--- config.mk ---
export PLATFORM = sky130hd
export DESIGN_NAME = stopwatch_cmd_sequencer
export DESIGN_NICKNAME = d
export VERILOG_FILES = /design/src/rtl/stopwatch_pkg.sv /design/src/rtl/btn_debounce.sv /design/src/rtl/stopwatch_cmd_sequencer.sv
export SDC_FILE = /design/constraint.sdc
export NUM_CORES = 1
export LEC_CHECK = 0
export ABC_AREA = 1
export CORE_MARGIN = 2
export CORE_UTILIZATION = 35
export CTS_BUF_LIST = sky130_fd_sc_hd__clkbuf_16
export DETAILED_ROUTE_END_ITERATION = 6
export PLACE_DENSITY = 0.53
export SLEW_MARGIN = 20
export SYNTH_ARGS = -nofsm -noshare
export SYNTH_HDL_FRONTEND = slang
export SYNTH_HIERARCHICAL = 1
export SYNTH_SLANG_ARGS = --single-unit
--- constraint.sdc ---
create_clock -name clk -period 1.3 [get_ports clk]
set_input_delay 0.325 -clock clk [delete_from_list [all_inputs] [get_ports clk]]
set_output_delay 0.325 -clock clk [all_outputs]
set_load 0.005 [all_outputs]
--- src/rtl/stopwatch_pkg.sv ---
// Shared stopwatch encodings: control-FSM status values, press-FSM states
// and the command selected by a short start/stop press.
package stopwatch_pkg;

  localparam logic [1:0] ST_IDLE    = 2'b00;
  localparam logic [1:0] ST_RUNNING = 2'b01;
  localparam logic [1:0] ST_PAUSED  = 2'b10;

  typedef enum logic [1:0] {
    PR_UP      = 2'b00,
    PR_PRESSED = 2'b01,
    PR_HELD    = 2'b10
  } press_state_e;

  typedef enum logic [1:0] {
    CMD_NONE  = 2'b00,
    CMD_START = 2'b01,
    CMD_STOP  = 2'b10,
    CMD_RESET = 2'b11
  } cmd_e;

  // A short press toggles run state; an invalid status yields nothing.
  function automatic cmd_e short_press_cmd(input logic [1:0] st);
    cmd_e c;
    case (st)
      ST_IDLE, ST_PAUSED: c = CMD_START;
      ST_RUNNING:         c = CMD_STOP;
      default:            c = CMD_NONE;
    endcase
    return c;
  endfunction

endpackage

--- src/rtl/btn_debounce.sv ---
// Two-flop synchronizer plus stable-count debouncer for one raw button.
// flip pulses for one cycle in the same cycle the debounced level changes.
module btn_debounce #(
  parameter int DEB_CYC = 16,
  parameter int CNT_W   = 16
) (
  input  logic clk,
  input  logic rst_n,
  input  logic raw,
  output logic level,
  output logic flip
);

  localparam logic [CNT_W-1:0] CNT_LAST = CNT_W'(DEB_CYC - 1);

  logic             sync1_r;
  logic             sync2_r;
  logic             level_r;
  logic             flip_r;
  logic [CNT_W-1:0] cnt_r;

  // Synchronize, then accept a new level only after DEB_CYC mismatching cycles.
  always_ff @(posedge clk) begin
    if (!rst_n) begin
      sync1_r <= 1'b0;
      sync2_r <= 1'b0;
      level_r <= 1'b0;
      flip_r  <= 1'b0;
      cnt_r   <= '0;
    end else begin
      sync1_r <= raw;
      sync2_r <= sync1_r;
      flip_r  <= 1'b0;
      if (sync2_r != level_r) begin
        if (cnt_r == CNT_LAST) begin
          level_r <= sync2_r;
          flip_r  <= 1'b1;
          cnt_r   <= '0;
        end else begin
          cnt_r <= cnt_r + CNT_W'(1);
        end
      end else begin
        cnt_r <= '0;
      end
    end
  end

  assign level = level_r;
  assign flip  = flip_r;

endmodule

--- src/rtl/stopwatch_cmd_sequencer.sv ---
// Turns the start/stop and reset buttons into one-cycle start/stop/reset pulses.
// Defining CMD_EVENT_CNT_EN adds the cmd_count output (wrapping command counter).
module stopwatch_cmd_sequencer
  import stopwatch_pkg::*;
#(
  parameter int DEB_CYC  = 16,
  parameter int LONG_CYC = 1000,
  parameter int CNT_W    = 16
) (
  input  logic       clk,
  input  logic       rst_n,
  input  logic       btn_ss_raw,
  input  logic       btn_rst_raw,
  input  logic [1:0] status,
  output logic       start,
  output logic       stop,
  output logic       reset
`ifdef CMD_EVENT_CNT_EN
  ,
  output logic [7:0] cmd_count
`endif
);

  localparam logic [CNT_W-1:0] LONG_LAST = CNT_W'(LONG_CYC - 1);

  logic             ss_level_s;
  logic             ss_flip_s;
  logic             rst_level_s;
  logic             rst_flip_s;
  logic             ss_rise_s;
  logic             ss_fall_s;
  logic             rst_rise_s;
  press_state_e     state_r;
  press_state_e     state_s;
  logic [CNT_W-1:0] hold_r;
  logic [CNT_W-1:0] hold_s;
  cmd_e             press_cmd_s;
  cmd_e             cmd_s;

  btn_debounce #(.DEB_CYC(DEB_CYC), .CNT_W(CNT_W)) u_deb_ss (
    .clk   (clk),
    .rst_n (rst_n),
    .raw   (btn_ss_raw),
    .level (ss_level_s),
    .flip  (ss_flip_s)
  );

  btn_debounce #(.DEB_CYC(DEB_CYC), .CNT_W(CNT_W)) u_deb_rst (
    .clk   (clk),
    .rst_n (rst_n),
    .raw   (btn_rst_raw),
    .level (rst_level_s),
    .flip  (rst_flip_s)
  );

  assign ss_rise_s  = ss_flip_s & ss_level_s;
  assign ss_fall_s  = ss_flip_s & ~ss_level_s;
  assign rst_rise_s = rst_flip_s & rst_level_s;

  // Press FSM: hold_r is 0 in the rise cycle and counts cycles since then.
  always_comb begin
    state_s     = state_r;
    hold_s      = hold_r;
    press_cmd_s = CMD_NONE;
    case (state_r)
      PR_UP: begin
        hold_s = '0;
        if (ss_rise_s) begin
          state_s = PR_PRESSED;
          hold_s  = CNT_W'(1);
        end else begin
          state_s = PR_UP;
        end
      end
      PR_PRESSED: begin
        hold_s = hold_r + CNT_W'(1);
        if (ss_fall_s) begin
          state_s     = PR_UP;
          hold_s      = '0;
          press_cmd_s = short_press_cmd(status);
        end else if (hold_r == LONG_LAST) begin
          state_s     = PR_HELD;
          press_cmd_s = CMD_RESET;
        end else if (rst_rise_s) begin
          state_s = PR_HELD;
        end else begin
          state_s = PR_PRESSED;
        end
      end
      PR_HELD: begin
        if (ss_fall_s) begin
          state_s = PR_UP;
        end else begin
          state_s = PR_HELD;
        end
      end
      default: begin
        state_s = PR_UP;
        hold_s  = '0;
      end
    endcase
    if (rst_rise_s) begin
      cmd_s = CMD_RESET;
    end else begin
      cmd_s = press_cmd_s;
    end
  end

  // State, hold counter and one-hot registered command outputs.
  always_ff @(posedge clk) begin
    if (!rst_n) begin
      state_r <= PR_UP;
      hold_r  <= '0;
      start   <= 1'b0;
      stop    <= 1'b0;
      reset   <= 1'b0;
    end else begin
      state_r <= state_s;
      hold_r  <= hold_s;
      start   <= (cmd_s == CMD_START);
      stop    <= (cmd_s == CMD_STOP);
      reset   <= (cmd_s == CMD_RESET);
    end
  end

`ifdef CMD_EVENT_CNT_EN
  // Wrapping count of issued command pulses.
  always_ff @(posedge clk) begin
    if (!rst_n) begin
      cmd_count <= 8'd0;
    end else if (start | stop | reset) begin
      cmd_count <= cmd_count + 8'd1;
    end else begin
      cmd_count <= cmd_count;
    end
  end
`endif

endmodule

==> results.sh, run 1 <==
export IMPL_outcome="completed"
export IMPL_grtUsageMet1=0.181
export IMPL_setup_violations=0
export IMPL_dp_worst_setup_slack_ns=-0.439
export IMPL_synth_edf_count=0
export IMPL_first_pass_iters=4
export IMPL_synth_common_cells="nand2_1 (118), nor2_1 (87), dfxtp_1 (61)"
export IMPL_cts_sinks=61
export IMPL_tritoncts="built"
export IMPL_layout_setup_ws_ns=0.0441
export IMPL_synth_nets=476
export IMPL_synthArstFlopShare=0
export IMPL_critical_path_required_ns=1.51
export IMPL_endpoint_kind="flop"
export IMPL_max_cap_viol_count=0
export IMPL_rsz0062_at_grt="yes"
export IMPL_die_area_sq_mm=0.00961
export IMPL_cts_buffers=9
export IMPL_ys_types=27
export IMPL_grt_start_max_net_pins=17
export IMPL_grt_overflow=0
export IMPL_vias_per_cell=4.76
export IMPL_powerDensity_mw_per_mm2=1050
export IMPL_die_x_microns=98.0
export IMPL_grt_busiest_layer="met2"
export IMPL_whs_path_depth=2
export IMPL_slew_violations=0
export IMPL_syn_area_sq_mm=0.00310
export IMPL_critPathLaunchType="flop"
export IMPL_fin_crit_sh=0.966
export IMPL_clkTransAtPathRegs_ns=0.05
export IMPL_design_area_sq_mm=0.00399
export IMPL_relSlewSlack=0.770
export IMPL_fp_dieH_microns=98.0
export IMPL_hpwl_microns=4920
export IMPL_timing_final_crit_period_ns=1.26
export IMPL_dpl_cell_area_sq_mm=0.00347
export IMPL_yosysMostFrequentCell="nand2_1"
export IMPL_nets=522
export IMPL_vias=2978
export IMPL_clkLatencyLatePin_ns=0.32
export IMPL_postSynthAreaPerCell_sq_um=6.63
export IMPL_seq_area_frac_synth=0.395
export IMPL_use_met2=0.259
export IMPL_drive_gt1_frac=0.222
export IMPL_finalSetupTns_ns=0
export IMPL_antennaDiodeCount=0
export IMPL_core_area_sq_mm=0.00864
export IMPL_worst_clock_skew_ns=0.00474
export IMPL_cts_root_buf="clkbuf_16"
export IMPL_synth_top_area_share=0.395
export IMPL_rr_worst_depth=8
export IMPL_critical_path_class="flop to flop"
export IMPL_hold_class="flop to flop"
export IMPL_vdd_drop_max_uv=659
export IMPL_cp_arrival_ns=1.47
export IMPL_ios=9
export IMPL_synth_top_cells_by_area="dfxtp_1 (39%), nand2_1 (14%), nor2_1 (11%)"
export IMPL_path_max_fanout=3
export IMPL_grt_pass1_vias=2836
export IMPL_synth_yosys_warnings=6
export IMPL_yosysTopAreaCell="dfxtp_1"
export IMPL_grt_use_total=0.151
export IMPL_syn2layout_area_growth_pct=28.7
export IMPL_gp_congestion=0.833
export IMPL_use_met3=0.0322
export IMPL_routedWlPerCell_microns=11.4
export IMPL_routed_wl_microns=7150
export IMPL_antenna_found_initial=0
export IMPL_std_cell_rows=34
export IMPL_synthCells=467
export IMPL_portBuffers=8
export IMPL_start_util=0.358
export IMPL_finalHoldViolations=0
export IMPL_drc_errors=0
export IMPL_htree_levels=3
export IMPL_worst_slew_pin_slew_ns=0.345
export IMPL_max_clock_freq_ghz=0.796
export IMPL_leakage_uw=0.00147
export IMPL_yosys_register_bits=61
export IMPL_ys_flop_type="dfxtp_1"
export IMPL_drtIter0Drc=117
export IMPL_grt_pass1_wl_microns=12000
export IMPL_clock_path_buffers=2
export IMPL_drt_antenna_violating_nets=0
[cells by family (layout without fill, tap and decap cells)]
logic type | after synthesis | count (layout) | synth area share
xor gates and xnor gates | 14 | 14 | 0.0396
adders and majority gates | 3 | 3 | 0.0121
buffers and inverters | 55 | 103 | 0.0736
AOI/OAI and AO/OA | 56 | 56 | 0.0926
and+or+nand+nor | 278 | 280 | 0.388
DFF | 61 | 61 | 0.395
[power breakdown]
group	leakage (uW)	switching (uW)	internal (uW)	total, uW
Sequential	0.000500	4.76	1880	1880
Combinational	0.000821	37.6	29.6	67.2
Clock	0.000145	799	1450	2250
[cells in the final DEF (no fill, tap or decap), types with 2 or more instances in the layout]
cell type        netlist  final
dfxtp_1               61     45
inv_1                 48     47
nor2_4                 1      7
buf_6                  2      3
nor2_2                11     12
nand2_2                7     14
or2_2                  2      2
clkbuf_16              0      9
buf_4                  1     27
and3_1                 2      2
o21ai_1                4      6
inv_2                  2      3
nor3_1                 3      3
nor2_1                87     80
a21oi_1               35     33
nand2_1              118    107
xnor2_1                4      4
nand3_2                2      4
clkinv_2               0      5
nand2_4                0      6
dlygate4sd2_1          0      3
nand3_1               31     29
a21oi_2                0      2
xor2_1                10     10
clkdlybuf4s50_1        0      4
nand4_1               13     13
o21ai_0               14     12
ha_4                   0      3
dfxtp_2                0     16
[worst max-delay path, cell delays in order (launching register included)]
cell,delay [ns]
dfxtp_2,0.36
buf_6,0.11
nand2_2,0.05
nor2_4,0.16
nand2_4,0.09
nor2_4,0.13
a21oi_1,0.07
a21oi_1,0.11
nor2_1,0.06
[registers in the layout (all words and copies together), names as in the netlist]
name               flops
u_deb_rst/level        1
stop                   1
reset                  1
u_deb_ss/level         1
hold_r                16
u_deb_rst/cnt_r       16
u_deb_ss/sync1_r       1
u_deb_ss/sync2_r       1
u_deb_ss/cnt_r        16
u_deb_rst/sync1_r      1
state_r                2
u_deb_rst/sync2_r      1
u_deb_ss/flip          1
start                  1
u_deb_rst/flip         1
[worst paths after layout]
kind	startpoint	slack [ns]	end
setup / recovery	hold_r[1]$_SDFFE_PN0P_	0.04	hold_r[11]$_SDFFE_PN0P_
hold / removal	u_deb_ss/sync1_r$_SDFF_PN0_	0.41	u_deb_ss/sync2_r$_SDFF_PN0_
setup reg to reg	hold_r[1]$_SDFFE_PN0P_	0.04	hold_r[11]$_SDFFE_PN0P_
hold reg to reg	u_deb_ss/sync1_r$_SDFF_PN0_	0.41	u_deb_ss/sync2_r$_SDFF_PN0_
[stage by stage]
stage / total power, uW / util / hold WS (ns) / cells
detailed placement: 1980 / 0.402 / 0.400 / 605
global placement: 1980 / 0.402 / 0.396 / 605
finish: 4200 / 0.461 / 0.410 / 625
floorplan: 1950 / - / 0.390 / 467
CTS: 4260 / 0.437 / 0.412 / 620
global route: 4360 / 0.461 / 0.438 / 625
[layout make-up]
class | instances | area, sq um
multi-input combinational | 353 | 1830
timing repair buffer | 38 | 315
sequential | 61 | 1240
clock inverter | 6 | 55.1
clock buffer | 9 | 225
inverter | 50 | 188
fill | 942 | 4650
tap | 108 | 135
[metal layers]
metal | up-vias | routed length [microns]
met5 | - | 0
met4 | 0 | 150
met3 | 12 | 165
met2 | 26 | 3340
met1 | 1354 | 3490
li1 | 1586 | -
[what timing repair did]
| item | in CTS | in global routing |
|---|---|---|
| cloned | 0 | 2 |
| pin swaps | 4 | 17 |
| endpoints found under the setup margin | 37 | 52 |
| setup buffers | 0 | 3 |
| gates resized for setup | 10 | 57 |
| hold buffers | 0 | 0 |
Power figures use the tool's default switching activity.
==> run 2: changes to the inputs <==
--- a/config.mk
+++ b/config.mk
@@ -6,6 +6,7 @@
 export NUM_CORES = 1
 export LEC_CHECK = 0
 export ABC_AREA = 1
+export ABC_CLOCK_PERIOD_IN_PS = 1300
 export CORE_MARGIN = 2
 export CORE_UTILIZATION = 35
 export CTS_BUF_LIST = sky130_fd_sc_hd__clkbuf_16
==> results of run 2 <==
Final layout, timing and power as in run 1 (identical DEF).
